`src/rtl/mc_mem_pkg.sv`:
```
// Shared types and constants for the multicycle memory access controller.
package mc_mem_pkg;

  typedef enum logic [1:0] {
    S_IDLE = 2'd0,
    S_REQ  = 2'd1,
    S_DONE = 2'd2
  } memstate_t;

  localparam logic [1:0] LB_WORD = 2'b00;
  localparam logic [1:0] LB_SEXT = 2'b01;
  localparam logic [1:0] LB_ZEXT = 2'b10;

endpackage

```
`src/rtl/mc_byte_ext.sv`:
```
// Big-endian byte selection with sign/zero extension for lb/lbu loads.
module mc_byte_ext
  import mc_mem_pkg::*;
(
  input  logic [31:0] rdata,
  input  logic [1:0]  off,
  input  logic [1:0]  lb,
  output logic [31:0] ext
);

  logic [7:0] byte_sel;

  // Pick the addressed byte (offset 0 is the most significant byte), then extend.
  always_comb begin
    byte_sel = rdata[31:24];
    case (off)
      2'd0: byte_sel = rdata[31:24];
      2'd1: byte_sel = rdata[23:16];
      2'd2: byte_sel = rdata[15:8];
      2'd3: byte_sel = rdata[7:0];
      default: byte_sel = rdata[31:24];
    endcase
    case (lb)
      LB_SEXT: ext = {{24{byte_sel[7]}}, byte_sel};
      LB_ZEXT: ext = {24'h000000, byte_sel};
      default: ext = rdata;
    endcase
  end

endmodule

```
`src/rtl/mc_mem_ctrl.sv`:
```
// Memory access controller: turns decoder fetch/data requests into a req/ack
// memory transaction, owns IR and MDR, and stalls the decoder until done.
module mc_mem_ctrl
  import mc_mem_pkg::*;
#(
  parameter int unsigned TIMEOUT = 255
) (
  input  logic        clk,
  input  logic        reset,
  input  logic        irwrite,
  input  logic        iord,
  input  logic        memwrite,
  input  logic [1:0]  lb,
  input  logic [31:0] pc,
  input  logic [31:0] aluout,
  input  logic [31:0] wd,
  output logic        mem_req,
  output logic        mem_we,
  output logic [31:0] mem_addr,
  output logic [31:0] mem_wdata,
  input  logic [31:0] mem_rdata,
  input  logic        mem_ack,
  output logic [31:0] instr,
  output logic [31:0] data,
  output logic        stall,
  output logic        err
);

  localparam logic [7:0] TO_LAST = 8'(TIMEOUT - 1);

  memstate_t   state;
  logic [7:0]  cnt;
  logic [1:0]  lb_q;
  logic        dest_mdr;
  logic        access;
  logic [31:0] ext;

  assign access = irwrite | iord;

  // Combinational so the decoder holds in the very cycle it raises a request.
  assign stall = access & (state != S_DONE);

  mc_byte_ext u_ext (
    .rdata (mem_rdata),
    .off   (mem_addr[1:0]),
    .lb    (lb_q),
    .ext   (ext)
  );

  // Access FSM; the request latches double as the registered mem_* outputs.
  always_ff @(posedge clk or posedge reset) begin
    if (reset) begin
      state     <= S_IDLE;
      cnt       <= '0;
      lb_q      <= LB_WORD;
      dest_mdr  <= 1'b0;
      mem_req   <= 1'b0;
      mem_we    <= 1'b0;
      mem_addr  <= '0;
      mem_wdata <= '0;
      instr     <= '0;
      data      <= '0;
      err       <= 1'b0;
    end else begin
      case (state)
        S_IDLE: begin
          if (access) begin
            mem_addr  <= iord ? aluout : pc;
            mem_we    <= iord & memwrite;
            mem_wdata <= wd;
            lb_q      <= lb;
            dest_mdr  <= iord;
            cnt       <= '0;
            mem_req   <= 1'b1;
            state     <= S_REQ;
          end
        end
        S_REQ: begin
          if (mem_ack) begin
            if (!mem_we) begin
              if (dest_mdr) data  <= ext;
              else          instr <= mem_rdata;
            end
            mem_req <= 1'b0;
            mem_we  <= 1'b0;
            state   <= S_DONE;
          end else if (cnt == TO_LAST) begin
            err     <= 1'b1;
            mem_req <= 1'b0;
            mem_we  <= 1'b0;
            state   <= S_DONE;
          end else begin
            cnt <= cnt + 8'd1;
          end
        end
        S_DONE: state <= S_IDLE;
        default: state <= S_IDLE;
      endcase
    end
  end

endmodule
```
`config.mk`:
```
export PLATFORM = sky130hd
export DESIGN_NAME = mc_mem_ctrl
export DESIGN_NICKNAME = d
export VERILOG_FILES = /design/src/rtl/mc_mem_pkg.sv /design/src/rtl/mc_byte_ext.sv /design/src/rtl/mc_mem_ctrl.sv
export SDC_FILE = /design/constraint.sdc
export NUM_CORES = 1
export LEC_CHECK = 0
export ABC_AREA = 1
export BUFFER_PORTS_ARGS = -buffer_cell sky130_fd_sc_hd__buf_2
export CORE_MARGIN = 5
export CORE_UTILIZATION = 30
export DETAILED_ROUTE_END_ITERATION = 8
export MAX_ROUTING_LAYER = met4
export PLACE_DENSITY = 0.56
export SLEW_MARGIN = 40
export SYNTH_ARGS = -nofsm -noshare
export SYNTH_HDL_FRONTEND = slang
export SYNTH_SLANG_ARGS = --single-unit
```
`constraint.sdc`:
```
create_clock -name clk -period 6.05 [get_ports clk]
set_clock_uncertainty 0.15 [all_clocks]
set_input_delay 1.815 -clock clk [delete_from_list [all_inputs] [get_ports clk]]
set_output_delay 1.815 -clock clk [all_outputs]
set_load 0.02 [all_outputs]
```
**Word level (Yosys, flattened, before mapping)**

Cells that the tools add are included.

- Output and inout bits: 132
- Bits of input ports: 136
- Logic and storage cells: 57
- Flip-flop bits (word level): 144

- Eq/ne operators: 12
- Reductions and logical operators: 10
- $add $sub $neg: 1
- Mux-type cells: 17
- Bitwise logic cells: 6

Operator list:

| cell | count |
|---|---|
| $pmux 32 s2 | 1 |
| $mux 32 | 1 |
| $pmux 8 s4 | 1 |
| $mux 8 | 3 |
| $pmux 8 s2 | 1 |
| $reduce_and 4->1 | 3 |
| $add 8x1->8 const B | 1 |
| $eq 8x8->1 const B | 1 |
| $ne 2x2->1 const B | 4 |
| $eq 2x1->1 const B | 3 |
| $eq 2x2->1 const B | 3 |
| $mux 2 | 3 |
| $reduce_and 3->1 | 2 |
| $logic_not 2->1 | 2 |
| $mux 1 | 4 |
| $pmux 1 s2 | 2 |
| $pmux 2 s2 | 1 |
| $reduce_and 2->1 | 2 |
| $ne 3x3->1 const B | 1 |
| $not 1->1 | 3 |
| $and 1x1->1 | 2 |
| $reduce_bool 2->1 | 1 |
| $or 1x1->1 | 1 |

**Depth between registers and ports, before layout**

Gate-level depths: netlist of the first run.

- Depth in word-level cells: 4
- Depth in mapped cells: 9

**By module**

From an unflattened synthesis of the first run, not the netlist that was laid out.

- Cell total of the unflattened synthesis: 836
- Area, all modules: 6910.4 sq um

By module, submodules not included:

| module | area an instance (sq um) | times used | cells an instance | seq. area each (sq um) |
|---|---|---|---|---|
| mc_mem_ctrl | 6152.2 | 1 | 694 | 3603.5 |
| mc_byte_ext | 758.2 | 1 | 142 | 0.0 |

**Least setup slack after synthesis of the first run**

Ideal clock, no wire load.

- Path kind: in2out
- Start point: input port iord
- End point: output port stall
- Setup slack: 1747 ps
- Arrival time: 2338 ps
- Buffers on the path: 1
- Stages on the path: 3
- Path through: buf_4 nor2_4 a21oi_1

- Longest elaborated chain between the ends: 2

RTL lines:

| element | RTL line | RTL |
|---|---|---|
| start, declared | mc_mem_ctrl.sv:11 | `input logic iord,` |
| $or 1x1->1 | mc_mem_ctrl.sv:38 | `assign access = irwrite \| iord;` |
| $and 1x1->1 | mc_mem_ctrl.sv:41 | `assign stall = access & (state != S_DONE);` |
| end, declared | mc_mem_ctrl.sv:25 | `output logic stall,` |

No other way between the ends.

**Final worst setup path of the first run**

Ends and elaborated chain as after synthesis.

==> flow_summary.yaml, run 1 <==
critical_path:
  reg2reg_depth: 7
  worstReg2RegStart: "state[1]$_DFFE_PP0P_"
  cp_max_fo: 2
  rr_endpoint: "data[16]$_DFFE_PP0P_"
  cp.required_ps: 4090
  worst_setup_path_end_kind: "primary output"
  cp-start-kind: "input port"
  crit_type: "in2out"
  r2r_setup_slack_ps: 3540
  arrival_ps: 2330
clock_network:
  cts_buffers: 17
  clockRootBuffer: "clkbuf_16"
  clkSinkCount: 144
  cts_tree: "built"
  clock_latency_ps: 420
  cts-htree-levels: 4
  cts_setup_buffers: 0
  cts-resized-gates: 0
  ctsLongestPathBuffers: 2
  cts_hold_buffers: 0
  clkTransAtPathRegs_ps: 60
worst_hold_path:
  holdCritStartpoint: "err$_DFFE_PP0P_"
  worst_hold_path_type: "reg2reg"
  min_to: "err$_DFFE_PP0P_"
  holdPathStages: 1
floorplanning:
  row_count: 54
  die_h_um: 160
  core_area_um2: 22000
  top_level_ports: 268
  dieArea_um2: 25500
  die_w_um: 160
  start_util_pct: 30.6
timing:
  period_share_pct: 71.1
  hold_viol: 0
  drv_slew: 0
  relSlewSlack_pct: 51.8
  finalSetupViolations: 0
  fin_crit_ps: 4300
  setup_slack_ps: 1750
  fmax_mhz: 233
  worst_pin_slew_ps: 724
  setup_tns_ps: 0
  rsz0062_at_grt: "no"
placed_design:
  dp_hpwl_um: 16000
  numPortBuffers: 267
  gp_congestion: 0.810
  post-place-cells: 1335
  dp_slack_ps: 1700
pwr:
  p_leak_nw: 4.84
  p_int_w: 0.00276
  seqPwrFrac_pct: 33.0
  p_clk_share_pct: 20.4
  switching_share_pct: 46.0
  pwr_density_cell_nw_per_um2: 581
  ir_drop_mv: 0.222
  power_switching_w: 0.00236
  combPwrFrac_pct: 46.5
synthesis:
  syn-num-nets: 963
  syn_area_per_cell_um2: 8.17
  synth_cells: 823
  synth_warnings: 0
  syn_area_um2: 6720
  synth.distinct_cells: 32
  synth_seq_area_share_pct: 53.6
  ys_seq_elements: 144
global_route:
  grt_pass1_wl_um: 34700
  overflow: 0
  grt_max_degree: 103
  grt_pass1_vias: 6244
  gr-usage-all-layers_pct: 17.7
  antenna_found_initial: 2
run:
  max_cap_violations: 0
cells_and_area:
  syn_to_final_growth_pct: 31.0
  drive_gt1_share_pct: 31.7
  fill_cells: 2311
  final_cells: 1370
  num-nets-final: 1214
  final_util_pct: 40.1
drt:
  firstDrtPassIters: 4
  routed_wirelength_um: 21900
  drc: 0
  avgViaCountPerCell: 4.54
  ant_nets: 0
  vias: 6214
  wire_per_inst_um: 16.0
  drt-initial-drc-count: 302
outcome:
  status: "complete, no violations"
[cell usage in the layout (no fill, tap or decap)]
cell	instances
a21oi_4	3
o21bai_1	1
nor3_1	1
nand2_2	1
inv_2	6
nor2_8	1
o21ai_0	21
ha_1	4
inv_8	1
bufinv_16	2
nand3_4	2
clkbuf_1	3
nand2_1	308
a31oi_1	32
dfrtp_1	144
nand2_4	1
nor2_2	2
nand3_1	43
clkbuf_16	17
inv_1	55
clkinv_2	3
clkinvlp_4	2
clkinv_4	3
buf_4	5
a21oi_2	18
diode_2	3
buf_2	267
nand3_2	1
o21bai_2	1
nand4_1	1
nor2_4	5
a21oi_1	20
nor2_1	106
buf_6	1
a31o_2	1
inv_6	2
xor2_1	3
[synthesized netlist by cell type]
| library cell | n | share of area [%] |
|---|---|---|
| inv_2 | 5 | 0.28 |
| a31o_2 | 1 | 0.13 |
| o21ai_0 | 21 | 1.6 |
| buf_12 | 1 | 0.30 |
| a31oi_1 | 32 | 3.0 |
| clkbuf_1 | 10 | 0.56 |
| dfrtp_1 | 144 | 54 |
| nand2_1 | 308 | 17 |
| a21oi_1 | 20 | 1.5 |
| a21oi_2 | 18 | 2.3 |
| inv_1 | 57 | 3.2 |
| ha_1 | 4 | 0.74 |
| nand2_2 | 1 | 0.093 |
| o21bai_2 | 1 | 0.17 |
| o21bai_1 | 1 | 0.11 |
| nor2_2 | 3 | 0.28 |
| xor2_1 | 3 | 0.39 |
| nor2_4 | 4 | 0.67 |
| buf_2 | 19 | 1.4 |
| nand2_4 | 1 | 0.17 |
| nand3_4 | 2 | 0.52 |
| buf_1 | 3 | 0.17 |
| buf_8 | 1 | 0.22 |
| nand3_1 | 43 | 3.2 |
| nand3_2 | 1 | 0.15 |
| buf_6 | 3 | 0.50 |
| nor2_8 | 1 | 0.30 |
| nor3_1 | 1 | 0.074 |
| buf_4 | 4 | 0.45 |
| nor2_1 | 106 | 5.9 |
| a21oi_4 | 3 | 0.73 |
| nand4_1 | 1 | 0.093 |
[logic make-up (layout without fill, tap and decap cells)]
logic type               Yosys count  in the layout  synth area share [%]
XOR/XNOR                           3              3                 0.391
AND/OR/NAND/NOR                  472            472                  28.7
buffers and inverters            103            367                  7.07
AO/OA/AOI/OAI                     97             97                  9.51
flip-flops                       144            144                  53.6
other                              0              3                     0
adder cells (fa/ha/maj)            4              4                 0.745
[sequential cells by signal, indices dropped and copies added (netlist names), 2 cells and up]
signal and count:
data 32, state 2, lb_q 2, instr 32
cnt 8, mem_wdata 32, mem_addr 32
[power by group through the flow]
stage	registers, W	logic (W)	clock network, W
floorplan	0.00220	0.00110	0
global placement	0.00170	0.00238	0
detailed placement	0.00170	0.00242	0
CTS	0.00170	0.00242	0.00107
global route	0.00176	0.00264	0.00110
finish	0.00169	0.00238	0.00104
[critical path, stage by stage]
cell     delay, ps
buf_2          110
nor2_4          50
a21oi_1        160
buf_2          200
[routing by layer]
layer	GRT usage, %	part of all wire [%]	vias up	wire length, um
li1	-	-	3093	-
met1	22.8	46	2845	9990
met2	26.9	45	261	9870
met3	5.77	7.9	15	1740
met4	4.93	1.2	0	267
met5	-	0	-	0
[worst max path at each step]
stage	startpoint	end	slack [ps]
floorplan	reset	cnt[0]$_DFFE_PP0P_	220
global placement	iord	stall	1690
detailed placement	iord	stall	1700
CTS	iord	stall	1700
global route	iord	stall	1710
finish	iord	stall	1750
[cell type report]
class | count | area (um2) | share of cell area (%)
antenna | 3 | 7.51 | 0.0853
tap | 280 | 350 | 3.98
timing repair buffer | 273 | 1390 | 15.7
multi-input combinational | 576 | 2650 | 30.1
clock inverter | 12 | 134 | 1.52
sequential | 144 | 3600 | 40.9
inverter | 62 | 240 | 2.73
clock buffer | 20 | 437 | 4.96
[per-stage QoR]
step                total power, W  instance area (um2)  hold WS (ps)
finish                     0.00512                 8800           311
global route               0.00550                 8800           331
CTS                        0.00519                 8790           319
detailed placement         0.00412                 8220           303
global placement           0.00408                 8220           299
floorplan                  0.00330                 6720           325
No activity file was read; power rests on OpenSTA's default activity.
==> run 2, diff against run 1 <==
Settings changed: ABC_AREA 1 to 0, PLACE_DENSITY 0.56 to 0.57.
Clock period 6.05 ns to 3.45 ns, I/O delays scaled along.
==> flow_summary.yaml, run 2 <==
synthesis:
  synth_cells: 574
  syn_area_um2: 6170
  synthTopCellsByArea: "dfrtp_1 (58%), nand2_1 (9.6%), mux2_1 (5.5%)"
  synthTopCellsByCount: "nand2_1 (158), dfrtp_1 (144), nor2_1 (49)"
  synth_edf_count: 0
  ys_seq_elements: 144
  yosys_most_used_dff: "dfrtp_1"
  syn_area_per_cell_um2: 10.7
  synth_top_area_share_pct: 58.4
  synth_top_cell_by_area: "dfrtp_1"
  synth_seq_area_share_pct: 58.4
  syn-num-nets: 714
  synth_warnings: 0
  synthArstFlopShare_pct: 100
  synth.distinct_cells: 38
  yosysMostFrequentCell: "nand2_1"
cells_and_area:
  num-nets-final: 976
  fill_cells: 2029
  drive_gt1_share_pct: 37.7
  multi_input_area_um2: 2370
  layout_common_cells: "buf_2 (267), nand2_1 (158), dfrtp_1 (144)"
  syn_to_final_growth_pct: 35.8
  seqCellArea_um2: 3600
  final_area_um2: 8370
  final_util_pct: 41.4
  final_common_cell: "buf_2"
  final_cells: 1121
timing:
  hold_viol: 0
  finalSetupViolations: 0
  setup_tns_ps: 0
  fin_crit_ps: 2860
  relSlewSlack_pct: 53.4
  fmax_mhz: 349
  period_share_pct: 83.0
  worst_pin_slew_ps: 697
  rsz0062_at_grt: "no"
  drv_slew: 0
drt:
  wire_per_inst_um: 15.8
  drc: 0
  drt-met1-wl_um: 7820
  met2_length_um: 8760
  firstDrtPassIters: 5
  avgViaCountPerCell: 4.51
  top_layer: "met4"
  ant_nets: 0
  drt-initial-drc-count: 330
  routed_wirelength_um: 17700
  wl_met3_um: 959
  vias: 5059
clock_network:
  clkSinkCount: 144
  ctsLongestPathBuffers: 2
  cts_hold_buffers: 0
  cts-htree-levels: 4
  cts-resized-gates: 0
  clock_latency_ps: 420
  clkTransAtPathRegs_ps: 70
  cts_tree: "built"
  cts_buffers: 17
  clockRootBuffer: "clkbuf_16"
  cts_setup_buffers: 0
outcome:
  status: "complete, no violations"
floorplanning:
  die_h_um: 153
  start_util_pct: 30.5
  core_area_um2: 20200
  die_w_um: 153
  top_level_ports: 268
  dieArea_um2: 23500
  row_count: 52
worst_hold_path:
  holdPathStages: 1
  worst_hold_path_type: "reg2reg"
  holdCritStartpoint: "err$_DFFE_PP0P_"
  min_to: "err$_DFFE_PP0P_"
pwr:
  p_leak_nw: 4.34
  pwr_density_cell_nw_per_um2: 999
  power_w: 0.00836
  ir_drop_mv: 0.565
placed_design:
  post-place-cells: 1087
  dpl-instance-area_um2: 7800
  gp_congestion: 0.751
  dp_hpwl_um: 12900
  numPortBuffers: 267
critical_path:
  cp.required_ps: 2260
  worstReg2RegStart: "mem_addr[0]$_DFFE_PP0P_"
  worst_setup_path_end_kind: "primary output"
  reg2reg_depth: 4
  cp_max_fo: 3
  cp-start-kind: "input port"
  arrival_ps: 1680
  r2r_setup_slack_ps: 1170
  rr_endpoint: "data[27]$_DFFE_PP0P_"
  crit_type: "in2out"
  startpoint: "irwrite"
global_route:
  grt_pass1_vias: 5123
  overflow: 0
  gr-usage-all-layers_pct: 15.6
  grt_pass1_wl_um: 28400
  grt_max_degree: 77
  antenna_found_initial: 2
run:
  max_cap_violations: 0
-- run 2: per-layer routing --
metal  global-route usage, %  vias up
met3                    3.96       18
met2                    24.9      169
li1                        -     2470
met4                    4.25        0
met5                       -        -
met1                    19.8     2402
-- run 2: stage by stage --
stage	setup WS (ps)	hold WS (ps)
finish	585	313
CTS	594	317
floorplan	460	302
global route	529	332
detailed placement	599	299
global placement	600	289
-- run 2: logic make-up (layout without fill, tap and decap cells) --
kind of cell	count (synthesis)	after routing	synth area share, %
fa+ha+maj	4	4	0.812
simple gates	223	223	14.4
flops	144	144	58.4
xor+xnor	2	2	0.284
other cells	0	2	0
buf+inv	43	318	3.49
compound gates	85	85	8.07
mux	73	73	14.5
-- run 2: layout make-up --
cell class | count | share of cell area (%)
Clock buffer | 18 | 5.25
Multi-Input combinational cell | 387 | 28.3
Timing Repair Buffer | 278 | 17.4
Antenna cell | 2 | 0.0598
Sequential cell | 144 | 43.0
Tap cell | 270 | 4.03
Inverter | 8 | 0.403
Clock inverter | 14 | 1.49
-- run 2: worst max-delay path by stage --
stage / endpoint / slack, ps
after CTS: stall / 590
after detailed placement: stall / 600
final: stall / 590
after floorplan: cnt[0]$_DFFE_PP0P_ / 460
after global routing: stall / 530
after global placement: stall / 600
-- run 2: report_power, final --
group          internal (W)  switching (W)
registers           0.00250       0.000456
clock network      0.000965       0.000785
logic               0.00125        0.00241
total               0.00471        0.00365
-- run 2: critical path, cell delays in order --
cell and delay (ps):
buf_2 120, nor2_1 270, a21oi_1 70, buf_2 180
